`src/rtl/instruction_fetcher_if.sv`:
```
// Fetch-stage bus bundle: icache request/response, branch predictor query and feedback,
// ROB branch/flush notifications and instruction-queue push.
interface instruction_fetcher_if #(
    parameter int ADDR_WIDTH = 32,
    parameter int INST_WIDTH = 32
);
    logic                  IFIC_en;
    logic [ADDR_WIDTH-1:0] IFIC_pc;
    logic                  ICIF_en;
    logic [INST_WIDTH-1:0] ICIF_inst;

    logic                  IFPD_predict_en;
    logic [ADDR_WIDTH-1:0] IFPD_pc;
    logic                  PDIF_en;
    logic                  PDIF_predict_result;
    logic                  IFPD_feedback_en;
    logic                  IFPD_branch_result;
    logic [ADDR_WIDTH-1:0] IFPD_feedback_pc;

    logic                  ROBIF_branch_en;
    logic                  ROBIF_branch_result;
    logic [ADDR_WIDTH-1:0] ROBIF_branch_pc;
    logic                  ROBIF_flush_en;
    logic [ADDR_WIDTH-1:0] ROBIF_flush_pc;

    logic                  IQIF_full;
    logic                  IFIQ_en;
    logic [INST_WIDTH-1:0] IFIQ_inst;
    logic [ADDR_WIDTH-1:0] IFIQ_pc;
    logic                  IFIQ_pred_taken;

    // The fetcher drives the bus as master
    modport master (
        output IFIC_en, IFIC_pc,
        input  ICIF_en, ICIF_inst,
        output IFPD_predict_en, IFPD_pc,
        input  PDIF_en, PDIF_predict_result,
        output IFPD_feedback_en, IFPD_branch_result, IFPD_feedback_pc,
        input  ROBIF_branch_en, ROBIF_branch_result, ROBIF_branch_pc,
        input  ROBIF_flush_en, ROBIF_flush_pc,
        input  IQIF_full,
        output IFIQ_en, IFIQ_inst, IFIQ_pc, IFIQ_pred_taken
    );

    modport slave (
        input  IFIC_en, IFIC_pc,
        output ICIF_en, ICIF_inst,
        input  IFPD_predict_en, IFPD_pc,
        output PDIF_en, PDIF_predict_result,
        input  IFPD_feedback_en, IFPD_branch_result, IFPD_feedback_pc,
        output ROBIF_branch_en, ROBIF_branch_result, ROBIF_branch_pc,
        output ROBIF_flush_en, ROBIF_flush_pc,
        output IQIF_full,
        input  IFIQ_en, IFIQ_inst, IFIQ_pc, IFIQ_pred_taken
    );
endinterface

```
`src/rtl/instruction_fetcher.sv`:
```
// Front-end fetch stage: one icache read per instruction, predictor query for conditional
// branches, next-PC selection, instruction-queue push, ROB feedback relay and flush redirect.
module instruction_fetcher #(
    parameter int                    ADDR_WIDTH = 32,
    parameter int                    INST_WIDTH = 32,
    parameter logic [ADDR_WIDTH-1:0] RESET_PC   = '0
) (
    input  logic                  Sys_clk,
    input  logic                  Sys_rst,
    input  logic                  Sys_rdy,
    instruction_fetcher_if.master bus
);
    localparam logic [6:0] OP_BRANCH = 7'b1100011;
    localparam logic [6:0] OP_JAL    = 7'b1101111;
    localparam logic [6:0] OP_JALR   = 7'b1100111;

    typedef enum logic [1:0] {REQ, WAIT_MEM, PRED, DISCARD} state_t;

    state_t                state_reg, state_next;
    logic [ADDR_WIDTH-1:0] pc_reg, pc_next;
    logic                  stall_reg, stall_next;
    logic [INST_WIDTH-1:0] inst_reg, inst_next;

    logic                  ific_en_reg, ific_en_next;
    logic [ADDR_WIDTH-1:0] ific_pc_reg, ific_pc_next;
    logic                  iq_en_reg, iq_en_next;
    logic [INST_WIDTH-1:0] iq_inst_reg, iq_inst_next;
    logic [ADDR_WIDTH-1:0] iq_pc_reg, iq_pc_next;
    logic                  iq_taken_reg, iq_taken_next;

    logic                  fb_en_reg;
    logic                  fb_result_reg;
    logic [ADDR_WIDTH-1:0] fb_pc_reg;

    // JAL target comes straight from the returning data; branch target from the latched word
    logic [ADDR_WIDTH-1:0] imm_j;
    logic [ADDR_WIDTH-1:0] imm_b;
    logic [ADDR_WIDTH-1:0] pc_plus4;

    assign imm_j = {{(ADDR_WIDTH-21){bus.ICIF_inst[31]}}, bus.ICIF_inst[31], bus.ICIF_inst[19:12],
                    bus.ICIF_inst[20], bus.ICIF_inst[30:21], 1'b0};
    assign imm_b = {{(ADDR_WIDTH-13){inst_reg[31]}}, inst_reg[31], inst_reg[7],
                    inst_reg[30:25], inst_reg[11:8], 1'b0};
    assign pc_plus4 = pc_reg + ADDR_WIDTH'(4);

    always_ff @(posedge Sys_clk) begin
        if (Sys_rst) begin
            state_reg     <= REQ;
            pc_reg        <= RESET_PC;
            stall_reg     <= 1'b0;
            inst_reg      <= '0;
            ific_en_reg   <= 1'b0;
            ific_pc_reg   <= '0;
            iq_en_reg     <= 1'b0;
            iq_inst_reg   <= '0;
            iq_pc_reg     <= '0;
            iq_taken_reg  <= 1'b0;
            fb_en_reg     <= 1'b0;
            fb_result_reg <= 1'b0;
            fb_pc_reg     <= '0;
        end else if (Sys_rdy) begin
            state_reg     <= state_next;
            pc_reg        <= pc_next;
            stall_reg     <= stall_next;
            inst_reg      <= inst_next;
            ific_en_reg   <= ific_en_next;
            ific_pc_reg   <= ific_pc_next;
            iq_en_reg     <= iq_en_next;
            iq_inst_reg   <= iq_inst_next;
            iq_pc_reg     <= iq_pc_next;
            iq_taken_reg  <= iq_taken_next;
            fb_en_reg     <= bus.ROBIF_branch_en;
            fb_result_reg <= bus.ROBIF_branch_result;
            fb_pc_reg     <= bus.ROBIF_branch_pc;
        end
    end

    always_comb begin
        state_next    = state_reg;
        pc_next       = pc_reg;
        stall_next    = stall_reg;
        inst_next     = inst_reg;
        ific_en_next  = 1'b0;
        ific_pc_next  = ific_pc_reg;
        iq_en_next    = 1'b0;
        iq_inst_next  = iq_inst_reg;
        iq_pc_next    = iq_pc_reg;
        iq_taken_next = iq_taken_reg;

        if (bus.ROBIF_flush_en) begin
            // An icache read still in flight must be swallowed before fetching again
            pc_next    = bus.ROBIF_flush_pc;
            stall_next = 1'b0;
            if ((state_reg == WAIT_MEM || state_reg == DISCARD) && !bus.ICIF_en)
                state_next = DISCARD;
            else
                state_next = REQ;
        end else begin
            case (state_reg)
                REQ: begin
                    if (!bus.IQIF_full && !stall_reg) begin
                        ific_en_next = 1'b1;
                        ific_pc_next = pc_reg;
                        state_next   = WAIT_MEM;
                    end
                end
                WAIT_MEM: begin
                    if (bus.ICIF_en) begin
                        inst_next     = bus.ICIF_inst;
                        iq_inst_next  = bus.ICIF_inst;
                        iq_pc_next    = pc_reg;
                        iq_taken_next = 1'b0;
                        state_next    = REQ;
                        case (bus.ICIF_inst[6:0])
                            OP_BRANCH: state_next = PRED;
                            OP_JAL: begin
                                iq_en_next = 1'b1;
                                pc_next    = pc_reg + imm_j;
                            end
                            OP_JALR: begin
                                iq_en_next = 1'b1;
                                stall_next = 1'b1;
                            end
                            default: begin
                                iq_en_next = 1'b1;
                                pc_next    = pc_plus4;
                            end
                        endcase
                    end
                end
                PRED: begin
                    if (bus.PDIF_en) begin
                        iq_en_next    = 1'b1;
                        iq_inst_next  = inst_reg;
                        iq_pc_next    = pc_reg;
                        iq_taken_next = bus.PDIF_predict_result;
                        pc_next       = bus.PDIF_predict_result ? pc_reg + imm_b : pc_plus4;
                        state_next    = REQ;
                    end
                end
                DISCARD: begin
                    if (bus.ICIF_en)
                        state_next = REQ;
                end
                default: state_next = REQ;
            endcase
        end
    end

    // Pulses are masked while stalled globally; the held register replays them once on resume
    assign bus.IFIC_en            = ific_en_reg & Sys_rdy;
    assign bus.IFIC_pc            = ific_pc_reg;
    assign bus.IFPD_predict_en    = (state_reg == PRED) & Sys_rdy;
    assign bus.IFPD_pc            = pc_reg;
    assign bus.IFPD_feedback_en   = fb_en_reg & Sys_rdy;
    assign bus.IFPD_branch_result = fb_result_reg;
    assign bus.IFPD_feedback_pc   = fb_pc_reg;
    assign bus.IFIQ_en            = iq_en_reg & Sys_rdy;
    assign bus.IFIQ_inst          = iq_inst_reg;
    assign bus.IFIQ_pc            = iq_pc_reg;
    assign bus.IFIQ_pred_taken    = iq_taken_reg;
endmodule

```
`src/flat_wrapper.sv`:
```
// flat-port wrapper written by rule: the top's interface ports become plain ports
module instruction_fetcher_flat 
#(
    parameter int                    ADDR_WIDTH = 32,
    parameter int                    INST_WIDTH = 32,
    parameter logic [ADDR_WIDTH-1:0] RESET_PC   = '0
)
  (Sys_clk, Sys_rst, Sys_rdy, bus_IFIC_en, bus_IFIC_pc, bus_ICIF_en, bus_ICIF_inst, bus_IFPD_predict_en, bus_IFPD_pc, bus_PDIF_en, bus_PDIF_predict_result, bus_IFPD_feedback_en, bus_IFPD_branch_result, bus_IFPD_feedback_pc, bus_ROBIF_branch_en, bus_ROBIF_branch_result, bus_ROBIF_branch_pc, bus_ROBIF_flush_en, bus_ROBIF_flush_pc, bus_IQIF_full, bus_IFIQ_en, bus_IFIQ_inst, bus_IFIQ_pc, bus_IFIQ_pred_taken);
  instruction_fetcher_if #(.ADDR_WIDTH(ADDR_WIDTH), .INST_WIDTH(INST_WIDTH)) bus_i ();
  input  logic Sys_clk;
  input  logic Sys_rst;
  input  logic Sys_rdy;
  output wire logic [$bits(bus_i.IFIC_en)-1:0] bus_IFIC_en;
  output wire logic [$bits(bus_i.IFIC_pc)-1:0] bus_IFIC_pc;
  input wire logic [$bits(bus_i.ICIF_en)-1:0] bus_ICIF_en;
  input wire logic [$bits(bus_i.ICIF_inst)-1:0] bus_ICIF_inst;
  output wire logic [$bits(bus_i.IFPD_predict_en)-1:0] bus_IFPD_predict_en;
  output wire logic [$bits(bus_i.IFPD_pc)-1:0] bus_IFPD_pc;
  input wire logic [$bits(bus_i.PDIF_en)-1:0] bus_PDIF_en;
  input wire logic [$bits(bus_i.PDIF_predict_result)-1:0] bus_PDIF_predict_result;
  output wire logic [$bits(bus_i.IFPD_feedback_en)-1:0] bus_IFPD_feedback_en;
  output wire logic [$bits(bus_i.IFPD_branch_result)-1:0] bus_IFPD_branch_result;
  output wire logic [$bits(bus_i.IFPD_feedback_pc)-1:0] bus_IFPD_feedback_pc;
  input wire logic [$bits(bus_i.ROBIF_branch_en)-1:0] bus_ROBIF_branch_en;
  input wire logic [$bits(bus_i.ROBIF_branch_result)-1:0] bus_ROBIF_branch_result;
  input wire logic [$bits(bus_i.ROBIF_branch_pc)-1:0] bus_ROBIF_branch_pc;
  input wire logic [$bits(bus_i.ROBIF_flush_en)-1:0] bus_ROBIF_flush_en;
  input wire logic [$bits(bus_i.ROBIF_flush_pc)-1:0] bus_ROBIF_flush_pc;
  input wire logic [$bits(bus_i.IQIF_full)-1:0] bus_IQIF_full;
  output wire logic [$bits(bus_i.IFIQ_en)-1:0] bus_IFIQ_en;
  output wire logic [$bits(bus_i.IFIQ_inst)-1:0] bus_IFIQ_inst;
  output wire logic [$bits(bus_i.IFIQ_pc)-1:0] bus_IFIQ_pc;
  output wire logic [$bits(bus_i.IFIQ_pred_taken)-1:0] bus_IFIQ_pred_taken;
  assign bus_IFIC_en = bus_i.IFIC_en;
  assign bus_IFIC_pc = bus_i.IFIC_pc;
  assign bus_i.ICIF_en = bus_ICIF_en;
  assign bus_i.ICIF_inst = bus_ICIF_inst;
  assign bus_IFPD_predict_en = bus_i.IFPD_predict_en;
  assign bus_IFPD_pc = bus_i.IFPD_pc;
  assign bus_i.PDIF_en = bus_PDIF_en;
  assign bus_i.PDIF_predict_result = bus_PDIF_predict_result;
  assign bus_IFPD_feedback_en = bus_i.IFPD_feedback_en;
  assign bus_IFPD_branch_result = bus_i.IFPD_branch_result;
  assign bus_IFPD_feedback_pc = bus_i.IFPD_feedback_pc;
  assign bus_i.ROBIF_branch_en = bus_ROBIF_branch_en;
  assign bus_i.ROBIF_branch_result = bus_ROBIF_branch_result;
  assign bus_i.ROBIF_branch_pc = bus_ROBIF_branch_pc;
  assign bus_i.ROBIF_flush_en = bus_ROBIF_flush_en;
  assign bus_i.ROBIF_flush_pc = bus_ROBIF_flush_pc;
  assign bus_i.IQIF_full = bus_IQIF_full;
  assign bus_IFIQ_en = bus_i.IFIQ_en;
  assign bus_IFIQ_inst = bus_i.IFIQ_inst;
  assign bus_IFIQ_pc = bus_i.IFIQ_pc;
  assign bus_IFIQ_pred_taken = bus_i.IFIQ_pred_taken;
  instruction_fetcher #(.ADDR_WIDTH(ADDR_WIDTH), .INST_WIDTH(INST_WIDTH), .RESET_PC(RESET_PC)) u_core (.Sys_clk(Sys_clk), .Sys_rst(Sys_rst), .Sys_rdy(Sys_rdy), .bus(bus_i));
endmodule
```
`config.mk`:
```
export PLATFORM = sky130hd
export DESIGN_NAME = instruction_fetcher_flat
export DESIGN_NICKNAME = d
export VERILOG_FILES = /design/src/rtl/instruction_fetcher_if.sv /design/src/rtl/instruction_fetcher.sv /design/src/flat_wrapper.sv
export SDC_FILE = /design/constraint.sdc
export NUM_CORES = 1
export LEC_CHECK = 0
export BUFFER_PORTS_ARGS = -buffer_cell sky130_fd_sc_hd__buf_2
export CAP_MARGIN = 20
export CORE_MARGIN = 4
export CORE_UTILIZATION = 25
export CTS_CLUSTER_DIAMETER = 50
export CTS_CLUSTER_SIZE = 12
export DETAILED_ROUTE_END_ITERATION = 10
export HOLD_SLACK_MARGIN = 0.02
export PLACE_DENSITY = 0.47
export SYNTH_ARGS = -nofsm -noshare
export SYNTH_HDL_FRONTEND = slang
export SYNTH_SLANG_ARGS = --single-unit
```
`constraint.sdc`:
```
create_clock -name Sys_clk -period 8.5 [get_ports Sys_clk]
set_input_delay 0.85 -clock Sys_clk [delete_from_list [all_inputs] [get_ports Sys_clk]]
set_output_delay 0.85 -clock Sys_clk [all_outputs]
set_load 0.01 [all_outputs]
```
After elaboration in Yosys (flattened, before gate mapping) --
Cells that the tools add are included.
Word-level totals: register bits after elaboration 200, bits of input ports 106, output and inout bits 166, logic and storage cells 88
Cells by class: $add $sub $neg 3, equal/unequal tests 13, multiplexer cells 35, bitwise logic cells 5, reductions and logical operators 19
Operators with widths (number):
- $mux 32 | 8
- $pmux 32 s2 | 4
- $add 32x32->32 | 2
- $add 32x3->32 const B | 1
- $eq 7x7->1 const B | 3
- $reduce_and 5->1 | 3
- $mux 2 | 7
- $mux 1 | 13
- $ne 3x3->1 const B | 4
- $reduce_and 4->1 | 3
- $pmux 2 s4 | 1
- $reduce_bool 2->1 | 4
- $and 1x1->1 | 4
- $eq 2x2->1 const B | 2
- $ne 2x2->1 const B | 2
- $pmux 1 s2 | 2
- $logic_not 1->1 | 3
- $ne 3x2->1 const B | 1
- $reduce_bool 3->1 | 1
- $eq 2x1->1 const B | 1
- $logic_and 1x1->1 | 2
- $logic_not 2->1 | 1
- $reduce_or 2->1 | 1
- $logic_or 1x1->1 | 1
- $not 1->1 | 1

Depth between registers and ports, before layout --
Gate-level depths: netlist of the first run.
depth after elaboration 6, depth in mapped cells 12, mapped depth without buffers 11

Least setup slack after synthesis of the first run --
Ideal clock, no wire load.
kind input-to-reg, start point input bus_ICIF_inst[21], end point register u_core.pc_reg[31], in the netlist u_core.bus.IFPD_pc[31], library setup time 88 ps, data arrival time 3020 ps, required time 8412 ps, slack 5392 ps, stages on the path 11, buffers on the path 0, cells stage by stage ha_1 > inv_1 > fa_1 > nand2b_1 > a21o_1 > a21oi_1 > o21ai_1 > a2111oi_0 > o211a_1 > a21oi_1 > a311oi_2
On the way: longest elaborated chain between the ends 5
RTL lines:
- start: declaration | line flat_wrapper.sv:16 | input wire logic [$bits(bus_i.ICIF_inst)-1:0] bus_ICIF_inst;
- $add 32x32->32 | line instruction_fetcher.sv:118 | pc_next = pc_reg + imm_j;
- $pmux 32 s2 | line instruction_fetcher.sv:114 | case (bus.ICIF_inst[6:0])
- $mux 32 | line instruction_fetcher.sv:108 | if (bus.ICIF_en) begin
- $pmux 32 s2 | line instruction_fetcher.sv:99 | case (state_reg)
- $mux 32 | line instruction_fetcher.sv:90 | if (bus.ROBIF_flush_en) begin
- end signal: assignment | line instruction_fetcher.sv:63 | pc_reg <= pc_next;
- end: declaration | line instruction_fetcher.sv:20 | logic [ADDR_WIDTH-1:0] pc_reg, pc_next;
No other way between the ends. The select of a mux whose other input is x is not followed. A chain may end at the register's enable or synchronous reset.

Final worst setup path of the first run --
start point register u_core.pc_reg[2], in the netlist u_core.bus.IFPD_pc[2], end point register u_core.pc_reg[27], in the netlist u_core.bus.IFPD_pc[27]
On the way: longest elaborated chain between the ends 5, elaborated cells on any way between the ends 9, classes of those cells add/sub (3); mux (6)
RTL lines:
- $add 32x3->32 (tied with other cells) | line instruction_fetcher.sv:44 | assign pc_plus4 = pc_reg + ADDR_WIDTH'(4);
- $pmux 32 s2 or $mux 32 (tied branches) | line instruction_fetcher.sv:114, instruction_fetcher.sv:137
- $mux 32 (on tied branches) | line instruction_fetcher.sv:108, instruction_fetcher.sv:132
- $pmux 32 s2 * | line instruction_fetcher.sv:99
- $mux 32 * | line instruction_fetcher.sv:90
Mark *: on every way between the ends. The rest lies on a longest branch, timed or not. The select of a mux whose other input is x is not followed.

==> results.py, run 1 <==
metrics = {
    "floorplan": {
        "initial_utilization_pct": 25.24,
        "rows": 81,
        "die_w_um": 230.1,
        "die_area_um2": 52930,
        "die_h_um": 230.1,
        "core_area_um2": 48850,
        "pin_count": 272,
    },
    "detailed_routing": {
        "routed_via_density": 5.015,
        "vias": 12336,
        "first_pass_iters": 5,
        "drt_iter0_drc": 924,
        "routedWlPerCell_um": 19.41,
        "route.detailed.drc": 0,
        "ant_nets": 0,
        "routed_wirelength_um": 47760,
    },
    "power": {
        "switchingPower_mw": 0.7346,
        "combPwrFrac_pct": 18.7,
        "power.share.sequential_pct": 44.7,
        "swShare_pct": 32.26,
        "pwr-share-clk_pct": 36.6,
        "p_leak_nw": 6.280,
        "powerDensity_nw_per_um2": 153.7,
        "p_int_mw": 1.543,
        "irDropWorstVdd_mv": 0.1335,
    },
    "cts": {
        "clk_root_buffer_cell": "clkbuf_16",
        "cts_resized": 0,
        "htree_levels": 4,
        "cts_tree": "yes",
        "path_clk_slew_ns": 0.08,
        "insertion_delay_ns": 0.48,
        "clock_path_buffers": 2,
        "cts.sinks": 200,
        "cts_setup_buffers": 0,
        "cts_buffers": 17,
        "ctsHoldBuffers": 0,
    },
    "sta": {
        "rsz0062_at_grt": "no",
        "setup_viol": 0,
        "clock.fmax_ghz": 0.2749,
        "slew_viol_final": 0,
        "finClkSkew_ns": 0.01775,
        "period_share_pct": 42.80,
        "setup_tns_ns": 0,
        "relSlewSlack_pct": 35.06,
        "period_needed_ns": 3.638,
        "worst_slack_ns": 4.862,
        "finalHoldViolCount": 0,
        "worst_pin_slew_ns": 0.9496,
    },
    "yosys": {
        "syn_nets": 1753,
        "yosysSeqAreaShare_pct": 32.48,
        "synth_fa_ha_area_share_pct": 7.023,
        "synth_top_family_by_area": "simple AND/OR/NAND/NOR gates",
        "synth.distinct_cells": 80,
        "muxShareOfSynthArea_pct": 6.100,
        "synth-edff-count": 0,
        "syn_avg_cell_area_um2": 7.808,
        "synth-compound-area-share_pct": 22.69,
        "synthArstFlopShare_pct": 0,
        "yosys_warnings": 0,
        "yosys_register_bits": 200,
        "synth-simple-area-share_pct": 23.39,
        "synthesis.area_um2": 12330,
        "syn_inst": 1579,
        "synth_xor_area_share_pct": 3.836,
        "ys.flop_type": "dfxtp_1",
    },
    "worst_hold_path": {
        "hold_path_depth": 2,
        "hold-path-endpoint": "u_core.bus.IFIQ_pc[24]$_SDFFE_PP0P_",
        "worstHoldStart": "u_core.bus.IFIQ_pc[24]$_SDFFE_PP0P_",
        "worst_hold_path_type": "reg -> reg",
    },
    "grt": {
        "grt_antenna_before_repair": 5,
        "grt_max_degree": 79,
        "grt_pass1_vias": 11701,
        "grt_pass1_wl_um": 72390,
        "grt_use_total_pct": 17.48,
        "overflow": 0,
    },
    "critical_path": {
        "cp_num_buf_inv": 1,
        "crit_arrival_ns": 4.02,
        "max_stage_delay_ns": 0.86,
        "critPathLaunchType": "flip-flop",
        "crit_cells": 10,
        "cp-end-kind": "flip-flop",
        "slowest_stage": "a2111oi_0",
        "ff2ff_setup_slack_ns": 4.86,
        "crit_fanout": 11,
        "path_delay_family": "compound AO/OA/AOI/OAI gates",
        "r2r_start": "u_core.bus.IFPD_pc[2]$_SDFFE_PP0P_",
        "r2r_cells": 10,
        "r2r-end": "u_core.bus.IFPD_pc[27]$_SDFFE_PP0P_",
        "cp.required_ns": 8.88,
        "crit_chain": "inv_1 > fa_1 > nand2b_1 > a21o_1 > a21oi_1 > o21ai_1 > a2111oi_0 > nor3_1 > nand3b_1 > a221oi_2",
        "criticalPathCategory": "reg -> reg",
    },
    "run_status": {
        "status": "completed",
    },
    "placed_design": {
        "place.gp.congestion": 0.8954,
        "pre_cts_ws_ns": 4.573,
        "portBuffers": 271,
        "dp_hpwl_um": 35590,
    },
    "run": {
        "maxCapViolCount": 0,
    },
    "cells_and_area": {
        "seq_area_um2": 4004,
        "nFillCells": 5408,
        "area_delta_synth_final_pct": 20.21,
        "layout_common_cells": "270 x buf_2, 263 x nand2_1, 200 x dfxtp_1",
        "drive_above_1_share_pct": 18.67,
        "multi_input_area_um2": 7780,
        "final_nets": 1956,
        "final_common_cell": "buf_2",
    },
}
-- cell usage after synthesis (5+ instances only) --
master,n,area (um^2)
buf_1,9,33.78
or3_1,5,31.28
nand3b_1,12,90.09
a211oi_1,48,360.4
and4_1,14,122.6
a21o_1,26,195.2
xnor2_1,34,297.8
a21oi_1,182,910.9
and3_1,23,143.9
o311ai_0,5,43.79
and2_1,13,81.33
a221oi_1,13,113.9
o21a_1,13,97.59
nand2_1,263,987.2
dfxtp_1,200,4004
clkbuf_1,81,304.0
o31ai_1,7,52.55
ha_1,66,825.8
xor2_1,20,175.2
o41ai_1,6,52.55
inv_1,35,131.4
nand4_1,20,125.1
nand3_1,39,195.2
nor2_1,117,439.2
o21ai_1,12,60.06
buf_2,15,75.07
nor2b_1,22,137.6
nor3_1,28,140.1
o221ai_1,5,43.79
nor4_1,9,56.30
o21bai_1,10,75.07
mux2i_1,74,740.7
o22ai_1,5,31.28
o21ai_0,43,215.2
nand2b_1,17,106.4
o211ai_1,10,75.07
-- kinds of logic after synthesis --
group,Yosys count
mux,75
simple gates,605
buf+inv,141
flops,200
compound gates,436
fa+ha+maj,68
xor+xnor,54
-- stage by stage --
stage | hold WS [ns] | total power, mW | utilization [%] | instances | cell area, um^2
after detailed placement | 0.4441 | 1.466 | 29.17 | 2427 | 14250
final | 0.4528 | 2.277 | 30.34 | 2460 | 14820
after global placement | 0.4396 | 1.466 | 29.17 | 2427 | 14250
after CTS | 0.4551 | 2.304 | 30.33 | 2458 | 14810
after global routing | 0.4696 | 2.386 | 30.33 | 2458 | 14810
after floorplan | 0.4360 | 1.293 | - | 1579 | 12330
-- worst min-delay path: stages, from the launching register on --
cell,delay [ns]
dfxtp_1,0.31
nand2_1,0.05
a21oi_1,0.05
-- cell type report --
cell class / instances / share of cell area (%)
Inverter: 35 / 0.8865
Tap cell: 664 / 5.606
Sequential cell: 200 / 27.02
Antenna cell: 2 / 0.03377
Clock buffer: 19 / 2.921
Multi-Input combinational cell: 1238 / 52.50
Timing Repair Buffer: 290 / 10.16
Clock inverter: 12 / 0.8781
-- metal layers --
metal / vias to the layer above / wire length, um / global-route usage (%)
met3: 52 / 2564 / 4.101
met2: 332 / 22050 / 28.28
met1: 5860 / 22160 / 23.44
met5: - / 34 / 0
met4: 6 / 942 / 4.650
li1: 6086 / - / -
-- power by group through the flow --
stage | clock, mW | sequential (mW) | combinational, mW
after floorplan | 0 | 1.03 | 0.263
after detailed placement | 0 | 1.04 | 0.426
after global routing | 0.894 | 1.02 | 0.469
after CTS | 0.859 | 1.02 | 0.428
final | 0.833 | 1.02 | 0.426
after global placement | 0 | 1.04 | 0.427
-- worst max path at each step --
stage	start	endpoint	slack [ns]
2_1_floorplan	bus_ICIF_inst[21]	u_core.bus.IFPD_pc[31]$_SDFFE_PP0P_	5.39
3_3_place_gp	bus_ICIF_inst[21]	u_core.bus.IFPD_pc[27]$_SDFFE_PP0P_	4.53
3_5_place_dp	bus_ICIF_inst[21]	u_core.bus.IFPD_pc[27]$_SDFFE_PP0P_	4.57
4_1_cts	u_core.bus.IFPD_pc[2]$_SDFFE_PP0P_	u_core.bus.IFPD_pc[27]$_SDFFE_PP0P_	4.86
5_1_grt	u_core.bus.IFPD_pc[2]$_SDFFE_PP0P_	u_core.bus.IFPD_pc[27]$_SDFFE_PP0P_	4.64
6_report	u_core.bus.IFPD_pc[2]$_SDFFE_PP0P_	u_core.bus.IFPD_pc[27]$_SDFFE_PP0P_	4.86
Note: power is estimated with default switching activity, not from simulation.
==> run 2: changes to the inputs <==
Settings changed: PLACE_DENSITY 0.47 to 0.48.
Clock period 8.5 ns to 2.9 ns, I/O delays scaled along.
==> run 2 against run 1 <==
Compared with the run above: final cell count is 5.4% higher; combinational power grew to 3.5 times the previous value; via count is 4.8% higher; critical endpoint unchanged.
==> results.py, run 2 (synthesis results as in run 1) <==
metrics = {
    "run_status": {
        "status": "completed",
    },
    "power": {
        "irDropWorstVdd_mv": 0.4859,
        "p_leak_nw": 6.955,
        "powerDensity_nw_per_um2": 424.6,
    },
    "critical_path": {
        "r2r_cells": 12,
        "worstSetupStartpoint": "u_core.bus.IFPD_pc[1]$_SDFFE_PP0P_",
        "crit_arrival_ns": 3.21,
        "r2r-end": "u_core.bus.IFPD_pc[27]$_SDFFE_PP0P_",
        "criticalPathCategory": "reg -> reg",
        "cp-end-kind": "flip-flop",
        "cp.required_ns": 3.28,
        "crit_fanout": 3,
        "ff2ff_setup_slack_ns": 0.08,
        "worstSetupEndpoint": "u_core.bus.IFPD_pc[27]$_SDFFE_PP0P_",
        "critPathLaunchType": "flip-flop",
        "r2r_start": "u_core.bus.IFPD_pc[1]$_SDFFE_PP0P_",
    },
    "cts": {
        "ctsHoldBuffers": 0,
        "clock_path_buffers": 2,
        "insertion_delay_ns": 0.48,
        "cts.sinks": 200,
        "path_clk_slew_ns": 0.08,
        "cts_tree": "yes",
        "cts_buffers": 17,
        "htree_levels": 4,
        "cts_setup_buffers": 0,
        "clk_root_buffer_cell": "clkbuf_16",
    },
    "sta": {
        "worst_pin_slew_ns": 0.7511,
        "relSlewSlack_pct": 49.93,
        "period_needed_ns": 2.824,
        "setup_viol": 0,
        "slew_viol_final": 0,
        "finClkSkew_ns": 0.01701,
        "finalHoldViolCount": 0,
        "clock.fmax_ghz": 0.3541,
        "period_share_pct": 97.38,
        "rsz0062_at_grt": "yes",
    },
    "grt": {
        "grt_pass1_wl_um": 75820,
        "grt_antenna_before_repair": 8,
        "grt_max_degree": 81,
        "grt_pass1_vias": 12334,
        "grt_use_total_pct": 18.50,
        "overflow": 0,
    },
    "floorplan": {
        "die_area_um2": 52930,
        "rows": 81,
        "initial_utilization_pct": 25.24,
        "core_area_um2": 48850,
        "die_w_um": 230.1,
        "die_h_um": 230.1,
        "pin_count": 272,
    },
    "cells_and_area": {
        "final_nets": 2087,
        "drive_above_1_share_pct": 25.30,
        "layout_common_cells": "270 x buf_2, 263 x nand2_1, 199 x dfxtp_1",
        "final_cell_area_um2": 15960,
        "instances_no_fill": 2592,
        "area_delta_synth_final_pct": 29.45,
        "final_common_cell": "buf_2",
    },
    "placed_design": {
        "dpl_cell_area_um2": 15300,
        "portBuffers": 271,
        "dp_hpwl_um": 39050,
        "place.gp.congestion": 0.8794,
        "place_inst": 2558,
    },
    "detailed_routing": {
        "vias": 12923,
        "routed_via_density": 4.986,
        "drt_iter0_drc": 768,
        "routedWlPerCell_um": 19.62,
        "ant_nets": 0,
        "route.detailed.drc": 0,
        "first_pass_iters": 6,
        "routed_wirelength_um": 50860,
    },
    "worst_hold_path": {
        "worst_hold_path_type": "in -> reg",
    },
    "run": {
        "maxCapViolCount": 0,
    },
}
-- run 2: cell types whose count changed in the layout (fill, tap and decap cells not counted), sizes merged --
cell	delta
diode	+1
bufinv	-1
inv	-3
clkinv	+1
clkinvlp	+3
buf	+131
-- run 2: how the worst min path moves through the flow --
| stage | from | to | slack, ns | depth (start not counted) |
|---|---|---|---|---|
| floorplan | bus_ICIF_inst[0] | u_core.inst_reg[0]$_SDFFE_PP0P_ | 0.43 | 2 |
| global placement | u_core.bus.IFIQ_pc[13]$_SDFFE_PP0P_ | u_core.bus.IFIQ_pc[13]$_SDFFE_PP0P_ | 0.44 | 2 |
| detailed placement | u_core.bus.IFIQ_pc[18]$_SDFFE_PP0P_ | u_core.bus.IFIQ_pc[18]$_SDFFE_PP0P_ | 0.44 | 2 |
| CTS | bus_ROBIF_branch_pc[22] | u_core.bus.IFPD_feedback_pc[22]$_SDFFE_PP0P_ | 0.02 | 3 |
| global route | bus_ROBIF_branch_pc[9] | u_core.bus.IFPD_feedback_pc[9]$_SDFFE_PP0P_ | 0.04 | 3 |
| finish | bus_ROBIF_branch_pc[22] | u_core.bus.IFPD_feedback_pc[22]$_SDFFE_PP0P_ | 0.05 | 3 |
-- run 2: what timing repair did --
action / CTS / global route
pin swaps: 2 / 7
endpoints found under the hold margin: 0 / 0
setup endpoints to repair: 6 / 10
resized for setup: 7 / 17
-- run 2: through the flow --
step | setup slack, ns | utilization, % | power, mW | hold slack [ns] | setup TNS [ns]
after floorplan | 0.1424 | - | 3.790 | 0.4260 | 0
after global placement | -0.1110 | 31.31 | 4.429 | 0.4398 | -0.2624
after detailed placement | -0.1402 | 31.31 | 4.437 | 0.4444 | -0.3964
after CTS | 0.001534 | 32.50 | 6.853 | 0.02490 | 0
after global routing | -0.02199 | 32.66 | 7.101 | 0.04230 | -0.04692
final | 0.07588 | 32.67 | 6.776 | 0.04935 | 0
-- run 2: layer usage --
metal | part of all wire (%) | GRT usage, % | up-vias | routed length [um]
met5 | 0.14 | 0 | - | 69
met4 | 3.0 | 6.541 | 10 | 1525
met3 | 5.6 | 4.163 | 76 | 2866
met2 | 45 | 28.97 | 378 | 22900
met1 | 46 | 25.07 | 6110 | 23500
li1 | - | - | 6349 | -
-- run 2: worst max-delay path, stage by stage (launching register included) --
cell       delay (ns)
dfxtp_2          0.35
ha_2             0.22
inv_1            0.06
fa_1             0.38
nand2b_1         0.18
a21o_1           0.20
a21oi_2          0.21
o21ai_2          0.12
a2111oi_1        0.37
buf_4            0.18
nor3_1           0.04
nand3b_1         0.18
a221oi_2         0.23
-- run 2: where the power goes --
part	internal [mW]	leakage, nW	switching (mW)	total, mW
logic	0.581	5.06	0.905	1.49
clock network	1.15	0.266	1.23	2.38
registers	2.84	1.62	0.0744	2.91
-- run 2: cell type report --
cell class | instances | area, um^2
well taps | 664 | 830.8
diodes | 3 | 7.507
inverters | 35 | 131.4
clock inverters | 12 | 115.1
clock buffers | 19 | 442.9
flip-flops and latches | 200 | 4005
fillers | 5394 | 32890
repair buffers | 421 | 2551
multi-input cells | 1238 | 7875
==> run 3: changes to the inputs <==
Settings changed: SETUP_SLACK_MARGIN set to 0.2.
==> run 3 against run 2 <==
Compared with the run above: worst hold slack about the same; die area unchanged; first-iteration DRC count increased by 8.3%; total power increased by 1.8%; non-clock buffer count increased by 5; clock skew decreased by 0.0059 ns; worst setup slack improved by 0.095 ns; sequential share of layout area decreased by 0.46 points; via count increased by 0.80%; critical path type unchanged; critical endpoint is now u_core.bus.IFPD_pc[26]$_SDFFE_PP0P_; highest routed layer unchanged.
==> results.py, run 3 (synthesis results as in run 1) <==
metrics = {
    "detailed_routing": {
        "dr_wl_met2_um": 23640,
        "ant_nets": 0,
        "route.detailed.drc": 0,
        "vias": 13027,
        "wl_met3_um": 2503,
        "top_layer": "met5",
        "routed_wirelength_um": 51440,
        "routed_via_density": 5.018,
        "routedWlPerCell_um": 19.82,
        "drt_iter0_drc": 832,
        "first_pass_iters": 5,
        "met1Wirelength_um": 24190,
    },
    "cells_and_area": {
        "drive_above_1_share_pct": 28.59,
        "final_nets": 2092,
        "final_common_cell": "buf_2",
        "utilization_pct": 33.46,
        "layout_common_cells": "270 x buf_2, 262 x nand2_1, 183 x dfxtp_1",
        "area_delta_synth_final_pct": 32.60,
    },
    "sta": {
        "period_share_pct": 94.12,
        "setup_tns_ns": 0,
        "rsz0062_at_grt": "yes",
        "finalHoldViolCount": 0,
        "period_needed_ns": 2.729,
        "finClkSkew_ns": 0.01108,
        "slew_viol_final": 0,
        "worst_pin_slew_ns": 0.6176,
        "setup_viol": 0,
        "relSlewSlack_pct": 57.76,
        "worst_slack_ns": 0.1705,
        "clock.fmax_ghz": 0.3664,
    },
    "floorplan": {
        "die_area_um2": 52930,
        "die_h_um": 230.1,
        "initial_utilization_pct": 25.24,
        "pin_count": 272,
        "core_area_um2": 48850,
        "die_w_um": 230.1,
        "rows": 81,
    },
    "cts": {
        "cts_tree": "yes",
        "cts_buffers": 17,
        "cts.sinks": 200,
        "htree_levels": 4,
        "insertion_delay_ns": 0.47,
        "path_clk_slew_ns": 0.08,
        "clock_path_buffers": 2,
        "clk_root_buffer_cell": "clkbuf_16",
    },
    "power": {
        "p_leak_nw": 7.039,
        "irDropWorstVdd_mv": 0.4172,
        "powerDensity_nw_per_um2": 421.9,
    },
    "critical_path": {
        "r2r_cells": 10,
        "criticalPathCategory": "reg -> reg",
        "crit_arrival_ns": 3.14,
        "cp-end-kind": "flip-flop",
        "crit_fanout": 7,
        "cp.required_ns": 3.31,
        "critPathLaunchType": "flip-flop",
    },
    "grt": {
        "overflow": 0,
        "grt_antenna_before_repair": 8,
        "grt_use_total_pct": 18.66,
        "grt_pass1_vias": 12371,
        "grt_pass1_wl_um": 76320,
        "grt_max_degree": 90,
    },
    "worst_hold_path": {
        "worst_hold_path_type": "in -> reg",
        "hold_path_depth": 3,
    },
    "placed_design": {
        "portBuffers": 271,
        "pre_cts_ws_ns": -0.1717,
        "place.gp.congestion": 0.8991,
        "dp_hpwl_um": 39010,
    },
    "run": {
        "maxCapViolCount": 0,
    },
    "run_status": {
        "status": "completed",
    },
}
## run 3: cell count changes in the layout (fill, tap and decap cells not counted), moves of 7 or more
cell	change
ha_1	-12
ha_2	+7
a21oi_2	+8
a21oi_1	-9
dfxtp_1	-16
dfxtp_2	+15
## run 3: stage by stage
stage / cell area (um^2) / total power [mW] / cells / hold WS, ns
after floorplan: 12330 / 3.790 / 1579 / 0.4260
after global placement: 15300 / 4.444 / 2557 / 0.4393
after detailed placement: 15300 / 4.448 / 2557 / 0.4438
after CTS: 16000 / 6.915 / 2591 / 0.02287
after global routing: 16340 / 7.211 / 2595 / 0.04008
final: 16350 / 6.896 / 2596 / 0.04904
## run 3: worst paths after layout
path	to	from	slack (ns)
min	u_core.bus.IFPD_feedback_pc[12]$_SDFFE_PP0P_	bus_ROBIF_branch_pc[12]	0.05
max reg2reg	u_core.bus.IFPD_pc[26]$_SDFFE_PP0P_	u_core.inst_reg[29]$_SDFFE_PP0P_	0.17
min reg2reg	u_core.bus.IFIQ_pc[19]$_SDFFE_PP0P_	u_core.bus.IFIQ_pc[19]$_SDFFE_PP0P_	0.45
max	u_core.bus.IFPD_pc[26]$_SDFFE_PP0P_	u_core.inst_reg[29]$_SDFFE_PP0P_	0.17
## run 3: layer usage
metal  GRT usage, %  vias up
met4          5.520       12
met3          3.506       58
met2          29.56      322
met5              0        -
met1          25.86     6268
li1               -     6367
## run 3: what timing repair did
action / in CTS / in global routing
endpoints found under the setup margin: 14 / 26
hold buffers: 1 / 0
setup buffers: 1 / 4
gates resized for setup: 28 / 70
cloned: 0 / 0
hold endpoints to repair: 1 / 0
pin swaps: 7 / 15
## run 3: cell type report
cell class / instances / area, um^2
diodes: 1 / 2.502
clock buffers: 19 / 442.9
clock inverters: 13 / 125.1
fillers: 5317 / 32500
inverters: 35 / 131.4
multi-input cells: 1238 / 8168
flip-flops and latches: 200 / 4028
well taps: 664 / 830.8
repair buffers: 426 / 2619
## run 3: critical path, stage by stage (launching register included)
cell and delay (ns):
dfxtp_2 0.35, ha_2 0.40, nand3_1 0.09, o211ai_1 0.21, or3_1 0.19, o221ai_4 0.14
o211ai_1 0.42, a21oi_2 0.16, buf_4 0.16, or4b_1 0.46, nand3_1 0.09
## run 3: power breakdown
group	switching (mW)	internal, mW
clock	1.27	1.17
sequential	0.0741	2.84
combinational	0.932	0.615
